<file path="src/rtl/ysyx_24080014_pkg.sv">
// Shared encodings for the load/store unit: access sizes,
// AXI response codes and the LSU state machine states.
package ysyx_24080014_pkg;

  localparam logic [1:0] SZ_B = 2'd0;
  localparam logic [1:0] SZ_H = 2'd1;
  localparam logic [1:0] SZ_W = 2'd2;
  localparam logic [1:0] SZ_D = 2'd3;

  localparam logic [1:0] OKAY   = 2'd0;
  localparam logic [1:0] SLVERR = 2'd2;
  localparam logic [1:0] DECERR = 2'd3;

  typedef enum logic [2:0] {
    IDLE    = 3'd0,
    RD_ADDR = 3'd1,
    RD_DATA = 3'd2,
    WR      = 3'd3,
    WR_RESP = 3'd4,
    RSP     = 3'd5
  } lsu_state_e;

endpackage

</file>
<file path="src/rtl/ysyx_24080014_lsu_align.sv">
// Byte-lane steering: store strobe/data placement and
// load extraction with zero or sign extension.
module ysyx_24080014_lsu_align
  import ysyx_24080014_pkg::*;
#(
  parameter int DATA_W = 32,
  parameter int OFF_W  = $clog2(DATA_W/8)
) (
  input  logic [1:0]          size,
  input  logic [OFF_W-1:0]    off,
  input  logic                sign,
  input  logic [DATA_W-1:0]   st_data,
  output logic [DATA_W/8-1:0] st_strb,
  output logic [DATA_W-1:0]   st_lane,
  input  logic [DATA_W-1:0]   ld_lane,
  output logic [DATA_W-1:0]   ld_data
);

  localparam int NB = DATA_W/8;

  logic [NB-1:0]     base;
  logic [DATA_W-1:0] shifted;
  logic [DATA_W-1:0] mask;
  logic              msb;
  int                nbits;

  always_comb begin
    case (size)
      SZ_B:    base = NB'(1);
      SZ_H:    base = NB'(3);
      SZ_W:    base = NB'(15);
      default: base = '1;
    endcase
    st_strb = base << off;
    st_lane = st_data << {off, 3'b000};
    shifted = ld_lane >> {off, 3'b000};
    nbits = 8 << size;
    if (nbits > DATA_W) nbits = DATA_W;
    // all-ones shifted down leaves exactly nbits of ones
    mask = {DATA_W{1'b1}} >> (DATA_W - nbits);
    msb = shifted[nbits-1];
    ld_data = shifted & mask;
    if (sign && msb) ld_data = ld_data | ~mask;
  end

endmodule

</file>
<file path="src/rtl/ysyx_24080014_lsu_axi.sv">
// Load/store unit: one core request at a time translated
// into a single AXI4-lite read or write transaction.
module ysyx_24080014_lsu_axi
  import ysyx_24080014_pkg::*;
#(
  parameter int DATA_W = 32,
  parameter int ADDR_W = 32,
  parameter int OFF_W  = $clog2(DATA_W/8)
) (
  input  logic                aclk,
  input  logic                aresetn,
  input  logic                req_valid,
  output logic                req_ready,
  input  logic                req_we,
  input  logic [ADDR_W-1:0]   req_addr,
  input  logic [1:0]          req_size,
  input  logic                req_sign,
  input  logic [DATA_W-1:0]   req_wdata,
  output logic                rsp_valid,
  input  logic                rsp_ready,
  output logic [DATA_W-1:0]   rsp_rdata,
  output logic                rsp_err,
  output logic [ADDR_W-1:0]   awaddr,
  output logic                awvalid,
  input  logic                awready,
  output logic [DATA_W-1:0]   wdata,
  output logic [DATA_W/8-1:0] wstrb,
  output logic                wvalid,
  input  logic                wready,
  input  logic [1:0]          bresp,
  input  logic                bvalid,
  output logic                bready,
  output logic [ADDR_W-1:0]   araddr,
  output logic                arvalid,
  input  logic                arready,
  input  logic [DATA_W-1:0]   rdata,
  input  logic [1:0]          rresp,
  input  logic                rvalid,
  output logic                rready
);

  lsu_state_e        state;
  logic              r_we;
  logic [ADDR_W-1:0] r_addr;
  logic [1:0]        r_size;
  logic              r_sign;
  logic [DATA_W-1:0] r_wdata;
  logic              aw_done;
  logic              w_done;
  logic              aw_hs;
  logic              w_hs;
  logic [OFF_W-1:0]  amask;
  logic              misal;
  logic [DATA_W-1:0] ld_data;

  assign req_ready = (state == IDLE);
  assign araddr = {r_addr[ADDR_W-1:OFF_W], {OFF_W{1'b0}}};
  assign awaddr = araddr;
  assign aw_hs = awvalid && awready;
  assign w_hs = wvalid && wready;

  always_comb begin
    case (req_size)
      SZ_B:    amask = '0;
      SZ_H:    amask = OFF_W'(1);
      SZ_W:    amask = OFF_W'(3);
      default: amask = OFF_W'(7);
    endcase
    // a dword never fits a 32-bit bus
    misal = (|(req_addr[OFF_W-1:0] & amask)) ||
            ((req_size == SZ_D) && (DATA_W < 64));
  end

  ysyx_24080014_lsu_align #(
    .DATA_W(DATA_W),
    .OFF_W (OFF_W)
  ) u_align (
    .size   (r_size),
    .off    (r_addr[OFF_W-1:0]),
    .sign   (r_sign),
    .st_data(r_wdata),
    .st_strb(wstrb),
    .st_lane(wdata),
    .ld_lane(rdata),
    .ld_data(ld_data)
  );

  always_ff @(posedge aclk or negedge aresetn) begin
    if (!aresetn) begin
      state     <= IDLE;
      aw_done   <= 1'b0;
      w_done    <= 1'b0;
      arvalid   <= 1'b0;
      awvalid   <= 1'b0;
      wvalid    <= 1'b0;
      rready    <= 1'b0;
      bready    <= 1'b0;
      rsp_valid <= 1'b0;
      rsp_rdata <= '0;
      rsp_err   <= 1'b0;
      r_we      <= 1'b0;
      r_addr    <= '0;
      r_size    <= SZ_B;
      r_sign    <= 1'b0;
      r_wdata   <= '0;
    end else begin
      case (state)
        IDLE: if (req_valid) begin
          r_we    <= req_we;
          r_addr  <= req_addr;
          r_size  <= req_size;
          r_sign  <= req_sign;
          r_wdata <= req_wdata;
          if (misal) begin
            rsp_valid <= 1'b1;
            rsp_err   <= 1'b1;
            rsp_rdata <= '0;
            state     <= RSP;
          end else if (req_we) begin
            awvalid <= 1'b1;
            wvalid  <= 1'b1;
            aw_done <= 1'b0;
            w_done  <= 1'b0;
            state   <= WR;
          end else begin
            arvalid <= 1'b1;
            state   <= RD_ADDR;
          end
        end
        RD_ADDR: if (arready) begin
          arvalid <= 1'b0;
          rready  <= 1'b1;
          state   <= RD_DATA;
        end
        RD_DATA: if (rvalid) begin
          rready    <= 1'b0;
          rsp_rdata <= ld_data;
          rsp_err   <= (rresp != OKAY);
          rsp_valid <= 1'b1;
          state     <= RSP;
        end
        WR: begin
          if (aw_hs) begin
            awvalid <= 1'b0;
            aw_done <= 1'b1;
          end
          if (w_hs) begin
            wvalid <= 1'b0;
            w_done <= 1'b1;
          end
          if ((aw_done || aw_hs) && (w_done || w_hs)) begin
            bready <= 1'b1;
            state  <= WR_RESP;
          end
        end
        WR_RESP: if (bvalid) begin
          bready    <= 1'b0;
          rsp_rdata <= '0;
          rsp_err   <= (bresp != OKAY);
          rsp_valid <= 1'b1;
          state     <= RSP;
        end
        RSP: if (rsp_ready) begin
          rsp_valid <= 1'b0;
          state     <= IDLE;
        end
        default: state <= IDLE;
      endcase
    end
  end

  logic unused;
  assign unused = r_we;

endmodule

</file>
<file path="config.mk">
export PLATFORM = sky130hd
export DESIGN_NAME = ysyx_24080014_lsu_axi
export DESIGN_NICKNAME = d
export VERILOG_FILES = /design/src/rtl/ysyx_24080014_pkg.sv /design/src/rtl/ysyx_24080014_lsu_align.sv /design/src/rtl/ysyx_24080014_lsu_axi.sv
export SDC_FILE = /design/constraint.sdc
export NUM_CORES = 1
export LEC_CHECK = 0
export CORE_MARGIN = 3
export CORE_UTILIZATION = 25
export CTS_BUF_LIST = sky130_fd_sc_hd__clkbuf_8
export DETAILED_ROUTE_END_ITERATION = 7
export GPL_TIMING_DRIVEN = 0
export HOLD_SLACK_MARGIN = 0.12
export PLACE_DENSITY_LB_ADDON = 0.15
export SLEW_MARGIN = 20
export SYNTH_ARGS = -nofsm -noshare
export SYNTH_HDL_FRONTEND = slang
export SYNTH_SLANG_ARGS = --single-unit
</file>
<file path="constraint.sdc">
create_clock -name aclk -period 2.4 [get_ports aclk]
set_input_delay 0.24 -clock aclk [delete_from_list [all_inputs] [get_ports aclk]]
set_output_delay 0.24 -clock aclk [all_outputs]
set_load 0.1 [all_outputs]
</file>
==> flow_summary.ini, run 1 <==
[outcome]
status = finished, final reports clean

[clock_tree]
root_buffer = clkbuf_8
h-tree-depth = 3
worstSkewPairLatency_ps = 410
clockBufferDepth = 2
cts_buffers = 9
cts.clk_slew.worst_paths_ps = 130
tritoncts = done
cts_sinks = 111

[route]
drtIter0Drc = 190
viasPerCell = 4.43
drt_wl_total_um = 21300
drt-pass1-iter-count = 4
drc_errors = 0
vias = 5161
wl_per_cell_um = 18.3
antenna_left = 0

[place]
placed_cells = 1146
port-buffer-count = 248
gp_congestion = 0.739
dp_hpwl_um = 16000

[setup_path]
r2r-end = rsp_rdata[15]
crit_type = flop to primary output
critPathArrivalTime_ps = 2070
start_kind = flop
rr_startpoint = r_size[1]
worstSetupEndpointType = primary output
crit_required_ps = 2160
rr_worst_depth = 8
ff2ff_setup_slack_ps = 170
cp_max_fo = 3

[logic_synthesis]
ys_seq_elements = 111
ys_types = 45
avgSynthCellArea_um2 = 10.4
netlist.area_leader.share_pct = 46.2
synth_top_flop_cell = dfrtp_1
synthTopCellsByArea = dfrtp_1, mux2_2, buf_4, mux2i_1, o21ai_0
async_reset_ff_share_pct = 100
synth-edff-count = 0
synth_seq_area_share_pct = 46.2
synth_most_common_cell = dfrtp_1
yosysTopAreaCell = dfrtp_1
synth_common_cells = dfrtp_1, mux2_2, buf_4
ys.warnings.count = 0
synthesis.area_mm2 = 0.00601
synthCells = 575

[floorplanning]
coreArea_mm2 = 0.0235
dieArea_mm2 = 0.0259
die_w_um = 161
dieHeight_um = 161
start_util_pct = 25.5
num_rows = 56
io_pins = 253

[grt]
grt_max_degree = 63
antenna_found_initial = 0
grt_pass1_vias = 5403
grt_usage_pct = 16.3
grt_first_pass_wirelength_um = 32600
grt-ovfl-total = 0

[sta]
rsz0062_at_grt = false
tightestPinTransition_ps = 1050
slew_headroom_pct = 29.7
fin_crit_ps = 2310
setup_viol = 0
max_freq_mhz = 433
fin_skew_ps = 19.4
fin_crit_sh_pct = 96.2
finalHoldViolCount = 0
maxSlewViolCount = 0

[worst_hold_path]
hp-class = primary input to asynchronous set/reset pin

[final_layout]
nets = 954
synthToLayoutAreaGrowth_pct = 57.4
final_cells = 1165
nFillCells = 2409
final_util_pct = 40.2
drive_gt1_share_pct = 32.7

[flow_run]
max_cap_violations = 0
-- registers in the layout, indices dropped and copies added (netlist names) --
register   count
rready         1
w_done         1
bready         1
wvalid         1
rsp_valid      1
r_sign         1
r_wdata       32
r_size         2
state          3
arvalid        1
rsp_rdata     32
awvalid        1
r_addr        32
rsp_err        1
aw_done        1
-- logic make-up after synthesis --
| family | share of synthesized area, % |
|---|---|
| other cells | 0.0624 |
| xor+xnor | 0.146 |
| flops | 46.2 |
| simple gates | 9.79 |
| mux | 20.0 |
| buf+inv | 10.9 |
| fa+ha+maj | 0.208 |
| compound gates | 12.6 |
-- final cells by class --
class | count | area, um2 | area share (%)
multi-input cells | 362 | 2840 | 30.0
flip-flops and latches | 111 | 2780 | 29.4
repair buffers | 251 | 2500 | 26.4
plain buffers | 97 | 708 | 7.49
well taps | 319 | 399 | 4.22
clock buffers | 9 | 124 | 1.31
clock inverters | 7 | 80.1 | 0.847
inverters | 8 | 30.0 | 0.318
diodes | 1 | 2.50 | 0.0265
-- metal layers --
| metal | share of wire (%) | GRT usage [%] |
|---|---|---|
| met2 | 47 | 26.3 |
| met3 | 7.5 | 5.08 |
| met5 | 0 | 0 |
| met1 | 44 | 21.3 |
| met4 | 1.1 | 4.11 |
-- per-stage QoR --
| stage | area (um2) | TNS, ps | worst slack, ps | hold slack [ps] |
|---|---|---|---|---|
| after floorplan | 6170 | -486 | -486 | -55.6 |
| after global placement | 9050 | -462680 | -3800 | 465 |
| after detailed placement | 9080 | -42200 | -1120 | 236 |
| after CTS | 9360 | 0 | 4.01 | 336 |
| after global routing | 9460 | 0 | 5.75 | 365 |
| final | 9460 | 0 | 90.8 | 323 |
-- worst max-delay path by stage --
stage                           from          to  slack, ps  depth (start not counted)
after detailed placement   r_addr[0]   wdata[25]      -1120                          7
after global placement       aresetn      wvalid      -3800                          1
after CTS                  r_addr[0]   wdata[18]          4                          7
final                     r_addr[20]  awaddr[20]         90                          2
after floorplan            r_addr[0]   wdata[16]       -490                          6
after global routing       r_addr[0]   wdata[30]          6                          7
-- critical path, cell delays in order (launching register included) --
cell and delay, ps:
dfrtp_1 420, buf_4 120, clkdlybuf4s50_1 1130
-- cell usage in the layout, fill, tap and decap left out, types with 2 or more instances in the layout --
master and n:
a22o_1 10, buf_6 18, mux2i_1 32, clkdlybuf4s50_1 210, a22oi_1 9, nand2b_1 4
and3_1 2, o21ai_0 37, o21ai_2 7, nor2_2 9, clkbuf_2 6, a21oi_1 30
nor2_4 2, clkbuf_8 10, nand2_1 48, a21oi_2 2, nor2_1 27, mux2_2 73
inv_1 8, conb_1 4, buf_8 4, nor3_4 3, clkbuf_4 5, inv_6 2
clkinv_4 2, and2_2 8, dfrtp_1 111, nor2b_1 10, clkbuf_1 8, nand3_1 4
a211oi_2 7, buf_2 6, o21a_1 3, a21oi_4 7, clkinvlp_4 2, buf_4 87
-- what timing repair did --
item                       4_1_cts  5_1_grt
cloned                           0        0
hold endpoints to repair        49        0
pin swaps                        1        1
gates resized for setup        265       32
setup buffers                    1        0
setup endpoints to repair       69       77
hold buffers                     1        0
Power of run 1 is left out: the tool's default activity adds up to more than one toggle a clock period on the data nets, which glitch-free logic cannot reach.
==> run 2, diff against run 1 <==
--- a/config.mk
+++ b/config.mk
@@ -5,13 +5,13 @@
 export SDC_FILE = /design/constraint.sdc
 export NUM_CORES = 1
 export LEC_CHECK = 0
+export ABC_CLOCK_PERIOD_IN_PS = 2400
 export CORE_MARGIN = 3
 export CORE_UTILIZATION = 25
 export CTS_BUF_LIST = sky130_fd_sc_hd__clkbuf_8
 export DETAILED_ROUTE_END_ITERATION = 7
 export GPL_TIMING_DRIVEN = 0
 export HOLD_SLACK_MARGIN = 0.12
-export PLACE_DENSITY_LB_ADDON = 0.15
 export SLEW_MARGIN = 20
 export SYNTH_ARGS = -nofsm -noshare
 export SYNTH_HDL_FRONTEND = slang
==> run 2 against run 1 <==
  * Worst hold slack improved by 38 ps
  * Wire length fell by 2.5%
  * Cell area fell by 0.49%
  * Critical path type unchanged
==> flow_summary.ini, run 2 (same netlist as run 1, synthesis figures left out) <==
[outcome]
status = finished, final reports clean

[final_layout]
regArea_mm2 = 0.00278
multiInputGateArea_mm2 = 0.00283
nFillCells = 2417
fin_area_mm2 = 0.00941
final_cells = 1163
final_common_cell = clkdlybuf4s50_1
mostFrequentLayoutCells = clkdlybuf4s50_1, dfrtp_1, buf_4, mux2_2, nand2_1
synthToLayoutAreaGrowth_pct = 56.6
top_regs = r_addr (32), r_wdata (32), rsp_rdata (32)
n_antenna_cell = 0
nets = 954
drive_gt1_share_pct = 32.2

[sta]
fin_skew_ps = 13.0
maxSlewViolCount = 0
fin_crit_sh_pct = 95.4
rsz0062_at_grt = false
finalHoldViolCount = 0
tns_ps = 0
slew_headroom_pct = 29.8
fin_crit_ps = 2290
setup_viol = 0
whs_ps = 361
tightestPinTransition_ps = 1050
max_freq_mhz = 437

[floorplanning]
dieArea_mm2 = 0.0259
num_rows = 56
die_w_um = 161
coreArea_mm2 = 0.0235
dieHeight_um = 161
start_util_pct = 25.5
io_pins = 253

[route]
drt_wl_total_um = 20800
viasPerCell = 4.46
drt-pass1-iter-count = 4
drtIter0Drc = 266
antenna_left = 0
vias = 5191
drc_errors = 0
wl_per_cell_um = 17.9

[grt]
grt_pass1_vias = 5557
grt-ovfl-total = 0
grt_usage_pct = 16.0
antenna_found_initial = 0
grt_max_degree = 59
grt_first_pass_wirelength_um = 32300

[flow_run]
max_cap_violations = 0

[clock_tree]
cts_sinks = 111
cts_buffers = 9
cts.clk_slew.worst_paths_ps = 110
clockBufferDepth = 2
h-tree-depth = 3
tritoncts = done
worstSkewPairLatency_ps = 400
root_buffer = clkbuf_8

[setup_path]
crit_required_ps = 2160
crit_path_top_delay_cell = clkdlybuf4s50_1
timing.critical_path.slowest_cell_delay_ps = 1120
crit_chain = buf_4 > clkdlybuf4s50_1
crit_type = flop to primary output
cp_max_fo = 3
crit_buf_inv = 2
worstSetupEndpointType = primary output
critPathTopFamily = buffers and inverters
critPathArrivalTime_ps = 2050
start_kind = flop

[place]
placed_cells = 1146
gp_congestion = 0.804
placed_cell_area_mm2 = 0.00908
dp_hpwl_um = 16200
port-buffer-count = 248

[worst_hold_path]
hp-class = primary input to asynchronous set/reset pin
run 2: repair_timing:
item | in CTS | in global routing
hold buffers | 1 | 0
buffers inserted | 0 | 2
pin swaps | 0 | 3
gates resized for setup | 262 | 14
endpoints found under the setup margin | 69 | 112
cloned | 0 | 0
hold endpoints to repair | 53 | 0
run 2: cell type report:
cell class / count / area share, %
inverters: 8 / 0.319
well taps: 319 / 4.24
multi-input cells: 362 / 30.1
flip-flops and latches: 111 / 29.5
repair buffers: 252 / 26.6
plain buffers: 96 / 7.18
clock buffers: 9 / 1.32
clock inverters: 6 / 0.744
run 2: through the flow:
stage / util [%] / worst slack, ps
2_1_floorplan: - / -486
3_3_place_gp: 38.5 / -3600
4_1_cts: 39.7 / -15.2
3_5_place_dp: 38.6 / -1060
6_report: 40.0 / 111
5_1_grt: 40.0 / 6.29
run 2: path summary, 6_finish.rpt:
kind                       depth (start not counted)  slack [ps]            end          from
min in group aclk                                  3         440      r_addr[1]   req_addr[1]
hold / removal                                     2         360  rsp_rdata[12]       aresetn
setup reg to reg                                   7         120  rsp_rdata[15]     r_addr[1]
setup / recovery                                   2         110      araddr[2]     r_addr[2]
max in group asynchronous                          3        1340      r_addr[1]       aresetn
hold reg to reg                                    2         490   rsp_rdata[3]  rsp_rdata[3]
run 2: routing by layer:
layer / GRT usage, % / wire length, um
met1: 20.4 / 8700
met2: 26.8 / 10300
met3: 4.21 / 1420
met4: 4.73 / 427
met5: 0 / 0
run 2: worst reg2reg max path, delay by kind of cell, from the launching register on:
family,cells,cell delay (ps)
AO/OA/AOI/OAI,3,970
buffers and inverters,3,640
AND/OR/NAND/NOR,1,170
flip-flops,1,420
Power of run 2 is left out for the same reason.
